`config.mk`:
```
export PLATFORM = sky130hd
export DESIGN_NAME = decoder_scan
export DESIGN_NICKNAME = d
export VERILOG_FILES = /design/src/rtl/decoder_scan.sv
export SDC_FILE = /design/constraint.sdc
export NUM_CORES = 1
export LEC_CHECK = 0
export ABC_AREA = 1
export CAP_MARGIN = 10
export CORE_MARGIN = 5
export CORE_UTILIZATION = 53
export CTS_CLUSTER_SIZE = 28
export DETAILED_ROUTE_END_ITERATION = 12
export MAX_ROUTING_LAYER = met4
export PLACE_DENSITY = 0.79
export SETUP_SLACK_MARGIN = 0.5
export SKIP_LAST_GASP = 1
export SLEW_MARGIN = 20
export SYNTH_ARGS = -nofsm -noshare
export SYNTH_HDL_FRONTEND = slang
export SYNTH_SLANG_ARGS = --single-unit
```
`constraint.sdc`:
```
create_clock -name clk -period 3.45 [get_ports clk]
set_input_delay 1.035 -clock clk [delete_from_list [all_inputs] [get_ports clk]]
set_output_delay 1.035 -clock clk [all_outputs]
set_load 0.01 [all_outputs]
```
`src/rtl/decoder_scan.sv`:
```
// decoder_scan: N-to-2^N one-hot decoder with registered outputs.
// Direct mode decodes A. Scan mode steps through the lines, holding each for DWELL cycles.
// Optional line mask with skip-scan: define DECODER_SCAN_SKIP_EN.
module decoder_scan #(
  parameter int unsigned N          = 3,
  parameter int unsigned DWELL      = 4,
  parameter bit          ACTIVE_LOW = 1'b0
) (
  input  logic                clk,
  input  logic                rst,
  input  logic                E,
  input  logic                mode,
  input  logic [N-1:0]        A,
`ifdef DECODER_SCAN_SKIP_EN
  input  logic [(2**N)-1:0]   mask,
`endif
  output logic [(2**N)-1:0]   S,
  output logic [N-1:0]        idx,
  output logic                wrap
);

  localparam int unsigned OUT_W = 2 ** N;
  localparam int unsigned CNT_W = (DWELL > 1) ? $clog2(DWELL) : 1;
  localparam logic [CNT_W-1:0] CNT_LAST = CNT_W'(DWELL - 1);
  localparam logic [OUT_W-1:0] S_OFF    = {OUT_W{ACTIVE_LOW}};
  localparam logic [OUT_W-1:0] POL      = {OUT_W{ACTIVE_LOW}};

  typedef enum logic [1:0] {
    ST_IDLE,
    ST_DIRECT,
    ST_SCAN
  } state_t;

  state_t           state_q, state_d;
  logic [OUT_W-1:0] s_q, s_d;
  logic [N-1:0]     idx_q, idx_d;
  logic             wrap_q, wrap_d;
  logic [CNT_W-1:0] cnt_q, cnt_d;

  logic [OUT_W-1:0] en_mask;
  logic             any_en;
  logic [N-1:0]     low_idx;
  logic [N-1:0]     nxt_idx;
  logic [N-1:0]     cand;

`ifdef DECODER_SCAN_SKIP_EN
  assign en_mask = mask;
`else
  assign en_mask = {OUT_W{1'b1}};
`endif

  assign any_en = |en_mask;

  // Lowest enabled line and next enabled line above idx (wrapping); idx itself if it is the only one
  always_comb begin
    low_idx = '0;
    nxt_idx = idx_q;
    cand    = idx_q;
    for (int k = int'(OUT_W) - 1; k >= 0; k--) begin
      if (en_mask[N'(k)]) low_idx = N'(k);
    end
    for (int k = int'(OUT_W); k >= 1; k--) begin
      cand = idx_q + N'(k);
      if (en_mask[cand]) nxt_idx = cand;
    end
  end

  // Next state and next registered outputs
  always_comb begin
    state_d = state_q;
    s_d     = S_OFF;
    idx_d   = idx_q;
    wrap_d  = 1'b0;
    cnt_d   = '0;

    if (!E)         state_d = ST_IDLE;
    else if (!mode) state_d = ST_DIRECT;
    else            state_d = ST_SCAN;

    case (state_d)
      ST_DIRECT: begin
        idx_d = A;
        s_d   = ((OUT_W'(1) << A) & en_mask) ^ POL;
      end
      ST_SCAN: begin
        if (state_q != ST_SCAN) begin
          // Entry: restart at the first enabled line, no wrap pulse
          if (any_en) begin
            idx_d = low_idx;
            s_d   = (OUT_W'(1) << low_idx) ^ POL;
          end
        end else if (cnt_q == CNT_LAST) begin
          if (any_en) begin
            idx_d  = nxt_idx;
            s_d    = (OUT_W'(1) << nxt_idx) ^ POL;
            wrap_d = (nxt_idx <= idx_q);
          end
        end else begin
          cnt_d = cnt_q + CNT_W'(1);
          s_d   = ((OUT_W'(1) << idx_q) & en_mask) ^ POL;
        end
      end
      default: begin
        // Idle: lines off, idx holds
      end
    endcase
  end

  // State and output registers, synchronous reset
  always_ff @(posedge clk) begin
    if (rst) begin
      state_q <= ST_IDLE;
      s_q     <= S_OFF;
      idx_q   <= '0;
      wrap_q  <= 1'b0;
      cnt_q   <= '0;
    end else begin
      state_q <= state_d;
      s_q     <= s_d;
      idx_q   <= idx_d;
      wrap_q  <= wrap_d;
      cnt_q   <= cnt_d;
    end
  end

  assign S    = s_q;
  assign idx  = idx_q;
  assign wrap = wrap_q;

endmodule

```
==> flow_metrics.env, run 1 <==
export IMPL_min_to="cnt_q[0]$_SDFF_PP0_"
export IMPL_cts_tree="done"
export IMPL_ctsResizeCount=0
export IMPL_fin_nets=171
export IMPL_status="finished, final reports clean"
export IMPL_slew_headroom_pct=73.4
export IMPL_clock_root_buffer="clkbuf_4"
export IMPL_powerDensity_nw_per_um2=347
export IMPL_clk_path_buf_depth=2
export IMPL_synth_cells=139
export IMPL_dp_hpwl_mm=1.72
export IMPL_hp_class="reg2reg"
export IMPL_wl_mm=2.16
export IMPL_max_vdd_ir_drop_mv=0.261
export IMPL_yosysTopAreaCell="dfxtp_1"
export IMPL_gp_congestion=0.877
export IMPL_ys_seq_area_share_pct=35.6
export IMPL_worstPathMaxFanout=7
export IMPL_yosys_register_bits=16
export IMPL_required_ps=2410
export IMPL_rrSetupSlack_ps=1870
export IMPL_antenna_left=0
export IMPL_holdPathStages=1
export IMPL_syn_area_per_cell_um2=6.48
export IMPL_regToRegStartpoint="idx[1]$_SDFFE_PP0P_"
export IMPL_vias=908
export IMPL_preCtsSetupSlack_ps=1110
export IMPL_synth_distinct_cells=19
export IMPL_fin_cells=175
export IMPL_drt_pre_antenna_iters=4
export IMPL_clkLatencyLatePin_ps=300
export IMPL_crit_slowest_cell="clkdlybuf4s50_1"
export IMPL_worst_pin_slew_ps=398
export IMPL_grt_pass1_wl_mm=3.70
export IMPL_synth_top_cell_area_share_pct=35.6
export IMPL_core_area_um2=1560
export IMPL_critical_path_class="reg2out"
export IMPL_max_freq_mhz=418
export IMPL_drv_slew=0
export IMPL_ys_warn_count=0
export IMPL_crit_path_start_kind="register"
export IMPL_crit_family="buffers and inverters"
export IMPL_std_cell_rows=14
export IMPL_syn_to_final_growth_pct=25.3
export IMPL_ctsHoldBuffers=0
export IMPL_cp_arrival_ps=1360
export IMPL_placed_area_um2=1090
export IMPL_design_area_um2=1130
export IMPL_fin_crit_sh_pct=69.4
export IMPL_io_pins=19
export IMPL_vias_per_cell=5.19
export IMPL_cap_viol_max_count=0
export IMPL_initial_core_util_pct=57.8
export IMPL_skew_ps=3.84
export IMPL_cts_htree_levels=1
export IMPL_overflow=0
export IMPL_clkTransAtPathRegs_ps=90
export IMPL_hold_path_startpoint="cnt_q[0]$_SDFF_PP0_"
export IMPL_grtUsageTotal_pct=19.4
export IMPL_path_buf_inv=1
export IMPL_io_buffers=18
export IMPL_placed_cells=171
export IMPL_cp_end_kind="output pin"
export IMPL_synth_area_um2=901
export IMPL_drc=0
export IMPL_path_cells="clkdlybuf4s50_1"
export IMPL_post_cts_setup_buffers=0
export IMPL_r2r_cells=9
export IMPL_die_width_um=51.2
export IMPL_die_area_um2=2620
export IMPL_numCtsBuffers=3
export IMPL_p_leak_nw=0.506
export IMPL_hold_ws_ps=460
export IMPL_yosys_top_cells_area="dfxtp_1, nand2_1, nor2_1"
export IMPL_cts_num_sinks=16
export IMPL_antenna_found_initial=0
export IMPL_finalHoldViolCount=0
export IMPL_wire_per_inst_um=12.3
export IMPL_syn_num_nets=150
export IMPL_grt_start_max_net_pins=11
export IMPL_rsz0062_at_grt="no"
export IMPL_setup_viol=0
export IMPL_tns_ps=0
export IMPL_setup_ws_ps=1060
export IMPL_drt_iter0_drc=37
export IMPL_r2r_end="S[3]$_SDFF_PP0_"
export IMPL_die_y_um=51.2
export IMPL_grt_pass1_vias=863
export IMPL_drive_above_1_share_pct=15.1
export IMPL_cpPeakStageDelay_ps=590
export IMPL_num_antenna_cells=0
export IMPL_period_minus_slack_ps=2390
-- cell usage after synthesis --
library cell and number:
a21oi_1 4, nor2_1 24, nand4_1 1, ha_1 4, clkbuf_1 1, nor3_1 1, o21ai_0 3, inv_2 5
buf_2 1, o21ai_2 1, nand2_1 40, inv_1 12, a31o_2 1, nand3_1 12, nor2_2 4, nor2_4 2
nand2_2 6, dfxtp_1 16, a21oi_2 1
-- worst max-delay path by stage --
stage,from,end,cells past startpoint
after floorplan,mode,idx[0]$_SDFFE_PP0P_,7
after global placement,E,S[6]$_SDFF_PP0_,7
after detailed placement,E,idx[1]$_SDFFE_PP0P_,8
after CTS,idx[0]$_SDFFE_PP0P_,idx[0],1
after global routing,idx[0]$_SDFFE_PP0P_,idx[0],1
final,idx[0]$_SDFFE_PP0P_,idx[0],1
-- layer usage --
metal | vias to the layer above | share of wire (%) | global-route usage, %
met2 | 30 | 48 | 31.3
li1 | 470 | - | -
met3 | 5 | 6.9 | 6.98
met5 | - | 0 | -
met4 | 0 | 1.9 | 9.17
met1 | 403 | 43 | 21.4
-- power by group --
| group | internal (mW) | switching (mW) |
|---|---|---|
| sequential | 0.190 | 0.00557 |
| clock | 0.0644 | 0.0621 |
| combinational | 0.0288 | 0.0412 |
| total | 0.283 | 0.109 |
-- sequential cells by signal (all words and copies together) (netlist names) --
register / flops
cnt_q: 2
state_q: 2
idx: 3
S: 8
wrap: 1
-- stage by stage --
stage / utilization, % / total power [mW]
floorplan: - / 0.243
finish: 72.4 / 0.392
global placement: 70.1 / 0.267
detailed placement: 70.1 / 0.269
CTS: 72.4 / 0.396
global route: 72.4 / 0.417
-- layout by cell type, fill, tap and decap left out, types with 2 or more instances in the layout --
| cell | n |
|---|---|
| a21oi_1 | 4 |
| clkbuf_4 | 3 |
| clkdlybuf4s50_1 | 18 |
| dfxtp_1 | 16 |
| ha_1 | 4 |
| inv_1 | 12 |
| inv_2 | 5 |
| nand2_1 | 40 |
| nand2_2 | 6 |
| nand3_1 | 12 |
| nor2_1 | 24 |
| nor2_2 | 4 |
| nor2_4 | 2 |
| o21ai_0 | 3 |
-- cells by family (layout without fill, tap and decap cells) --
kind of cell | Yosys count | in the layout | share of synthesized area, %
buffers and inverters | 19 | 39 | 8.05
DFF | 16 | 16 | 35.6
adders and majority gates | 4 | 4 | 5.56
and+or+nand+nor | 90 | 90 | 44.0
AOI/OAI and AO/OA | 10 | 10 | 6.81
-- area by class of cell --
class	count	area, um^2
Multi-Input combinational cell	104	508
Fill cell	127	430
Sequential cell	16	320
Timing Repair Buffer	18	180
Inverter	17	63.8
Clock buffer	4	36.3
Tap cell	16	20.0
No activity file was read; power rests on OpenSTA's default activity.
==> run 2: changes to the inputs <==
--- a/config.mk
+++ b/config.mk
@@ -8,11 +8,11 @@
 export ABC_AREA = 1
 export CAP_MARGIN = 10
 export CORE_MARGIN = 5
-export CORE_UTILIZATION = 53
+export CORE_UTILIZATION = 44
 export CTS_CLUSTER_SIZE = 28
 export DETAILED_ROUTE_END_ITERATION = 12
 export MAX_ROUTING_LAYER = met4
-export PLACE_DENSITY = 0.79
+export PLACE_DENSITY = 0.69
 export SETUP_SLACK_MARGIN = 0.5
 export SKIP_LAST_GASP = 1
 export SLEW_MARGIN = 20
==> constraint.sdc (replaced) <==
create_clock -name clk -period 2.15 [get_ports clk]
set_input_delay 0.645 -clock clk [delete_from_list [all_inputs] [get_ports clk]]
set_output_delay 0.645 -clock clk [all_outputs]
set_load 0.01 [all_outputs]
==> flow_metrics.env, run 2 (synthesis results as in run 1) <==
export IMPL_wire_per_inst_um=11.1
export IMPL_initial_core_util_pct=45.9
export IMPL_fin_crit_sh_pct=75.2
export IMPL_core_area_um2=1960
export IMPL_worstPathMaxFanout=7
export IMPL_clkTransAtPathRegs_ps=110
export IMPL_layout_common_cells="nand2_1, nor2_1, dfxtp_1"
export IMPL_min_to="cnt_q[0]$_SDFF_PP0_"
export IMPL_crit_family="flip-flops"
export IMPL_cap_viol_max_count=0
export IMPL_p_leak_nw=0.578
export IMPL_hold_path_startpoint="cnt_q[0]$_SDFF_PP0_"
export IMPL_preCtsSetupSlack_ps=214
export IMPL_tns_ps=0
export IMPL_vias_per_cell=4.87
export IMPL_drt_iter0_drc=21
export IMPL_slew_headroom_pct=79.6
export IMPL_num_antenna_cells=0
export IMPL_final_common_cell="nand2_1"
export IMPL_max_freq_mhz=618
export IMPL_finalHoldViolCount=0
export IMPL_crit_slowest_cell="dfxtp_4"
export IMPL_post_cts_setup_buffers=0
export IMPL_r2r_end="S[3]$_SDFF_PP0_"
export IMPL_cts_htree_levels=1
export IMPL_clock_root_buffer="clkbuf_4"
export IMPL_cp_end_kind="output pin"
export IMPL_die_y_um=55.3
export IMPL_cpPeakStageDelay_ps=400
export IMPL_r2r_cells=9
export IMPL_gp_congestion=0.844
export IMPL_io_buffers=18
export IMPL_largest_reg_flops=8
export IMPL_cp_startpoint="idx[0]$_SDFFE_PP0P_"
export IMPL_numCtsBuffers=3
export IMPL_path_buf_inv=1
export IMPL_rrSetupSlack_ps=700
export IMPL_period_minus_slack_ps=1620
export IMPL_crit_path_start_kind="register"
export IMPL_dp_hpwl_mm=1.62
export IMPL_drv_slew=0
export IMPL_grtUsageTotal_pct=14.4
export IMPL_drive_above_1_share_pct=17.5
export IMPL_vias=910
export IMPL_io_pins=19
export IMPL_status="finished, final reports clean"
export IMPL_cp_arrival_ps=970
export IMPL_std_cell_rows=16
export IMPL_syn_to_final_growth_pct=27.8
export IMPL_cts_tree="done"
export IMPL_total_power_uw=629
export IMPL_cts_num_sinks=16
export IMPL_skew_ps=14.7
export IMPL_grt_pass1_vias=810
export IMPL_worst_pin_slew_ps=304
export IMPL_regToRegStartpoint="idx[1]$_SDFFE_PP0P_"
export IMPL_antenna_found_initial=0
export IMPL_fin_nets=172
export IMPL_setup_ws_ps=532
export IMPL_hp_class="reg2reg"
export IMPL_antenna_left=0
export IMPL_path_cells="dlygate4sd2_1"
export IMPL_max_vdd_ir_drop_mv=0.390
export IMPL_powerDensity_nw_per_um2=546
export IMPL_required_ps=1500
export IMPL_overflow=0
export IMPL_wl_mm=2.08
export IMPL_rsz0062_at_grt="yes"
export IMPL_critical_path_class="reg2out"
export IMPL_die_area_um2=3050
export IMPL_clk_path_buf_depth=2
export IMPL_clkLatencyLatePin_ps=300
export IMPL_grt_pass1_wl_mm=3.49
export IMPL_drt_pre_antenna_iters=4
export IMPL_n_fill_cell=207
export IMPL_grt_start_max_net_pins=10
export IMPL_die_width_um=55.3
export IMPL_holdPathStages=1
export IMPL_setup_viol=0
export IMPL_ctsHoldBuffers=0
export IMPL_drc=0
==> run 2: cell types whose count changed in the layout (fill, tap and decap cells not counted), moves of 2 or more <==
cell / previous run / this run
clkdlybuf4s50_1: 18 / 5
dlygate4sd2_1: 0 / 12
dfxtp_1: 16 / 13
dfxtp_4: 0 / 2
==> run 2: per-layer routing <==
layer	vias to the layer above	global-route usage, %	share of wire [%]
met4	0	6.25	0.77
met3	2	2.56	4.4
met5	-	-	0
met2	23	23.1	48
met1	417	17.5	47
li1	468	-	-
==> run 2: how the worst max path moves through the flow <==
stage                               end  slack [ps]  cells past startpoint
floorplan               S[2]$_SDFF_PP0_         750                      9
global placement    idx[2]$_SDFFE_PP0P_         260                      8
detailed placement  idx[0]$_SDFFE_PP0P_         210                      8
CTS                 idx[0]$_SDFFE_PP0P_         530                      8
global route        idx[0]$_SDFFE_PP0P_         500                      8
finish                           idx[0]         530                      1
==> run 2: final cells by class <==
cell class	instances	area [um^2]	share of cell area, %
Inverter	17	63.8	5.54
Clock buffer	4	36.3	3.15
Sequential cell	16	329	28.6
Multi-Input combinational cell	104	513	44.6
Timing Repair Buffer	19	175	15.2
Tap cell	27	33.8	2.93
==> run 2: what timing repair did <==
item	CTS	global route
resized for setup	17	2
setup endpoints to repair	12	9
gates cloned	0	0
==> run 2: stage by stage <==
stage	hold WS, ps	area, um^2	cells	utilization, %
finish	463	1150	187	58.7
global route	499	1150	187	58.7
CTS	471	1140	187	58.3
detailed placement	456	1110	183	56.8
global placement	430	1110	183	56.8
floorplan	421	901	139	-
==> run 2: power breakdown <==
part	switching, mW	internal (mW)
registers	0.00941	0.304
clock network	0.103	0.103
logic	0.0656	0.0430
total	0.178	0.451
